$ cat src/rtl/serial_alu64.sv
// Bit-serial 64-bit ALU: ADD / SUB (a + ~b + cin) / OR / XOR.
// One result bit per clock, LSB first, with a single carry flop between cycles.
module serial_alu64 #(
  parameter int unsigned WIDTH = 64
) (
  input  logic             clk,
  input  logic             rst_n,
  input  logic             start,
  input  logic [WIDTH-1:0] a,
  input  logic [WIDTH-1:0] b,
  input  logic             cin,
  input  logic [1:0]       op,
  output logic             ready,
  output logic             done,
  output logic [WIDTH-1:0] s,
  output logic             cout
);

  localparam int unsigned CW = $clog2(WIDTH);
  localparam logic [CW-1:0] LAST = CW'(WIDTH - 1);

  typedef enum logic [1:0] {
    IDLE,
    RUN,
    DONE
  } state_t;

  state_t           r_state;
  state_t           w_next;
  logic [WIDTH-1:0] r_a;
  logic [WIDTH-1:0] r_b;
  logic [WIDTH-1:0] r_res;
  logic [1:0]       r_op;
  logic             r_carry;
  logic [CW-1:0]    r_cnt;

  logic w_accept;
  logic w_last;
  logic w_bit_a;
  logic w_bit_b;
  logic w_sum;
  logic w_carry;
  logic w_bit;

  assign w_accept = (r_state == IDLE) && start;
  assign w_last   = (r_state == RUN) && (r_cnt == LAST);

  // Bit-slice: op 01 adds the inverted B bit; logic ops ignore the carry chain.
  always_comb begin
    w_bit_a = r_a[0];
    w_bit_b = (r_op == 2'b01) ? ~r_b[0] : r_b[0];
    w_sum   = w_bit_a ^ w_bit_b ^ r_carry;
    w_carry = (w_bit_a & w_bit_b) | (w_bit_a & r_carry) | (w_bit_b & r_carry);
    case (r_op)
      2'b00, 2'b01: w_bit = w_sum;
      2'b10:        w_bit = r_a[0] | r_b[0];
      default:      w_bit = r_a[0] ^ r_b[0];
    endcase
  end

  always_ff @(posedge clk or negedge rst_n) begin
    if (!rst_n) begin
      r_state <= IDLE;
    end else begin
      r_state <= w_next;
    end
  end

  always_comb begin
    w_next = r_state;
    case (r_state)
      IDLE:    w_next = start ? RUN : IDLE;
      RUN:     w_next = w_last ? DONE : RUN;
      DONE:    w_next = IDLE;
      default: w_next = IDLE;
    endcase
  end

  always_comb begin
    ready = (r_state == IDLE);
    done  = (r_state == DONE);
  end

  // Partial results accumulate in r_res; s/cout only move on the final bit.
  always_ff @(posedge clk or negedge rst_n) begin
    if (!rst_n) begin
      r_a     <= '0;
      r_b     <= '0;
      r_res   <= '0;
      r_op    <= '0;
      r_carry <= 1'b0;
      r_cnt   <= '0;
      s       <= '0;
      cout    <= 1'b0;
    end else if (w_accept) begin
      r_a     <= a;
      r_b     <= b;
      r_op    <= op;
      r_carry <= cin;
      r_res   <= '0;
      r_cnt   <= '0;
    end else if (r_state == RUN) begin
      r_a     <= r_a >> 1;
      r_b     <= r_b >> 1;
      r_res   <= {w_bit, r_res[WIDTH-1:1]};
      r_carry <= w_carry;
      if (w_last) begin
        s    <= {w_bit, r_res[WIDTH-1:1]};
        cout <= r_op[1] ? 1'b0 : w_carry;
      end else begin
        r_cnt <= r_cnt + CW'(1);
      end
    end
  end

endmodule

$ cat config.mk
export PLATFORM = sky130hd
export DESIGN_NAME = serial_alu64
export DESIGN_NICKNAME = d
export VERILOG_FILES = /design/src/rtl/serial_alu64.sv
export SDC_FILE = /design/constraint.sdc
export NUM_CORES = 1
export LEC_CHECK = 0
export CAP_MARGIN = 40
export CORE_UTILIZATION = 54
export CTS_BUF_LIST = sky130_fd_sc_hd__clkbuf_4 sky130_fd_sc_hd__clkbuf_8
export DETAILED_ROUTE_END_ITERATION = 8
export PLACE_DENSITY = 0.92
export SLEW_MARGIN = 40
export SYNTH_ARGS = -nofsm -noshare
export SYNTH_HDL_FRONTEND = slang
export SYNTH_SLANG_ARGS = --single-unit
export TNS_END_PERCENT = 50
$ cat constraint.sdc
create_clock -name clk -period 1.84 [get_ports clk]
set_input_delay 0.184 -clock clk [delete_from_list [all_inputs] [get_ports clk]]
set_output_delay 0.184 -clock clk [all_outputs]
set_load 0.01 [all_outputs]
==> results.cfg <==
[clocking]
root_buffer = clkbuf_8
ctsHtreeMaxLevel = 2
cts_buffers = 44
clk_latency_ns = 0.54
clkSinkCount = 267
cts_tree = yes
cts_buffer_depth = 3
path_clk_slew_ns = 0.08

[synth]
synth_xor_area_share_pct = 0.08087
synth_cell_types = 38
synthArstFlopShare_pct = 100.0
synthesis.area_mm2 = 0.01083
synth_compound_area_share_pct = 9.612
muxShareOfSynthArea_pct = 6.943
avgSynthCellArea_um2 = 10.51
ys_ff_latch = 267
syn_nets = 1167
synth_fa_ha_area_share_pct = 0.4159
yosys_most_used_dff = dfrtp_1
synth_cells = 1030
synth_top_family_by_area = simple AND/OR/NAND/NOR gates
ys.warnings.count = 0
yosysSeqAreaShare_pct = 61.69
synth_edf_count = 0
synth_simple_gate_area_share_pct = 17.71

[route]
postRouteAntennaNets = 0
num_vias = 8540
viasPerCell = 5.560
routed_wl_mm = 26.32
drtIter0Drc = 703
drt_pass1_iterations = 5
drc = 0
post_drt_wl_per_cell_um = 17.13

[timing]
tightest_slew_ns = 0.5089
drv_slew = 0
fmax_mhz = 574.2
maxSlewHeadroom_pct = 65.72
worst_slack_ns = 0.09842
period_share_pct = 94.65
hold_viol = 0
layout_min_cycle_time_ns = 1.742
finalHoldWorstSlack_ns = 0.1909
setup_viol = 0
skew_ns = 0.03011

[global_routing]
grt_start_max_net_pins = 71
grt_pass1_wl_mm = 42.51
grt_pass1_vias = 8673
overflow = 0
grtUsageTotal_pct = 25.92
antenna_found_initial = 3

[cells_and_area]
syn2layout_area_growth_pct = 32.20
num-nets-final = 1378
final_area_mm2 = 0.01432
diodes = 0
layout-drive-gt1-share_pct = 11.72

[critical_path]
cp-end-kind = flip-flop
crit_required_ns = 2.25
cpPeakStageDelay_ns = 0.45
startpoint_type = flip-flop
path_class = flip-flop to flip-flop
timing.rr.start = r_cnt[2]
path_cells = nand3_2 -> nor3_4 -> buf_12 -> buf_16 -> mux2_1
r2r-end = s[5]
cp.arrival_ns = 2.15
r2r_cells = 5
rrSetupSlack_ns = 0.1
slowest_stage = dfrtp_1
cp_num_buf_inv = 2
path_max_fanout = 32
cp_top_family = flip-flops

[floorplan]
io_pins = 201
rows = 51
initial_core_util_pct = 55.29
chipHeight_um = 143.6
fp.dieW_um = 143.6
coreArea_mm2 = 0.01959
dieArea_mm2 = 0.02063

[placement]
dp_hpwl_mm = 16.83
place_area_mm2 = 0.01329
pre_cts_ws_ns = 0.03839
gp_congestion = 0.7886
io_buffers = 200

[power_and_ir_drop]
cellPowerDensity_mw_per_mm2 = 1474
ir_drop_v = 0.0007536
p_leak_uw = 0.007040

[run]
cap_viol_max_count = 0

[outcome]
status = complete, no violations

[hold_path]
min_path_type = primary input to asynchronous set/reset pin
==> worst max path at each step <==
| stage | startpoint | end | slack (ns) | cells past startpoint |
|---|---|---|---|---|
| 3_5_place_dp | start | r_res[1] | 0.04 | 5 |
| 2_1_floorplan | r_cnt[0] | s[0] | 0.19 | 6 |
| 5_1_grt | r_cnt[1] | s[5] | -0.0008 | 6 |
| 3_3_place_gp | r_cnt[1] | cout | 0.09 | 5 |
| 4_1_cts | r_cnt[2] | s[0] | 0.003 | 4 |
| 6_report | r_cnt[2] | s[5] | 0.1 | 5 |
==> repair_timing <==
item / 4_1_cts / 5_1_grt
gates cloned: 0 / 2
setup buffers: 0 / 2
resized for setup: 2 / 7
pin swaps: 0 / 1
hold endpoints to repair: 57 / 0
hold buffers: 1 / 0
endpoints found under the setup margin: 2 / 65
==> Yosys cell counts, types with 2 or more instances <==
| cell type | count | area [um^2] |
|---|---|---|
| a22oi_1 | 127 | 953.4 |
| buf_8 | 4 | 60.06 |
| ha_1 | 2 | 25.02 |
| mux2i_1 | 2 | 20.02 |
| buf_1 | 5 | 18.77 |
| nand2_1 | 395 | 1483 |
| nor2_1 | 3 | 11.26 |
| a41oi_1 | 2 | 17.52 |
| inv_1 | 4 | 15.01 |
| mux2_1 | 39 | 439.2 |
| clkbuf_1 | 31 | 116.4 |
| nor3_1 | 2 | 10.01 |
| nand3_1 | 65 | 325.3 |
| buf_2 | 31 | 155.2 |
| mux2_2 | 26 | 292.8 |
| dfrtp_1 | 267 | 6681 |
| nor2b_1 | 4 | 25.02 |
==> per-stage QoR <==
step / setup TNS, ns / total power [uW] / utilization, % / cells
2_1_floorplan: 0 / 12730 / - / 1030
3_3_place_gp: 0 / 15110 / 67.85 / 1455
3_5_place_dp: 0 / 15600 / 67.85 / 1455
4_1_cts: 0 / 21160 / 72.68 / 1532
5_1_grt: -0.0007614 / 22470 / 73.09 / 1536
6_report: 0 / 21100 / 73.09 / 1536
==> layout by cell type (no fill, tap or decap), types with 2 or more instances in the layout <==
cell type	Yosys	layout
clkinvlp_4	0	2
nor2b_1	4	2
nand2_1	395	395
bufinv_16	0	2
mux2_1	39	39
nor3_1	2	2
clkbuf_4	0	12
ha_1	2	2
buf_12	0	17
clkdlybuf4s50_1	0	197
mux2i_1	2	2
inv_1	4	4
clkinv_2	0	6
buf_4	1	17
nor2_1	3	3
mux2_2	26	26
dfrtp_1	267	267
dlygate4sd2_1	0	2
clkbuf_8	0	54
nand3_1	65	64
a22oi_1	127	127
a41oi_1	2	2
==> registers in the layout, summed over array words and instances, names as in the netlist <==
register  cells
r_a          64
r_carry       1
r_res        63
r_state       2
r_b          64
r_op          2
cout          1
r_cnt         6
s            64
==> layout make-up <==
class | count | area [um^2]
timing repair buffer | 238 | 2546
fill | 1310 | 5273
sequential | 267 | 6681
clock buffer | 66 | 833.3
tap | 265 | 331.6
multi-input combinational | 686 | 3805
clock inverter | 10 | 105.1
inverter | 4 | 15.01
==> logic make-up (layout without fill, tap and decap cells) <==
group,Yosys count,after routing
multiplexers,67,67
adder cells (fa/ha/maj),3,3
AO/OA/AOI/OAI,138,138
AND/OR/NAND/NOR,477,477
XOR/XNOR,1,1
buffers and inverters,77,318
flip-flops,267,267
==> layer usage <==
layer | routed length [um] | up-vias | global-route usage, %
met2 | 13270 | 329 | 43.23
met1 | 10570 | 4226 | 33.51
li1 | - | 3925 | -
met3 | 1851 | 56 | 6.898
met4 | 592 | 4 | 6.999
met5 | 33 | - | 0
==> report_power, final <==
group          switching, uW  internal (uW)  leakage, uW
Clock                   2310           3170     0.000495
Combinational           2850           3010      0.00306
Sequential              1590           8170      0.00349
==> worst reg2reg max path, stage by stage (launching register included) <==
cell and delay, ns:
dfrtp_1 0.45, nand3_2 0.17, nor3_4 0.25, buf_12 0.16, buf_16 0.20, mux2_1 0.38
Power figures use the tool's default switching activity.
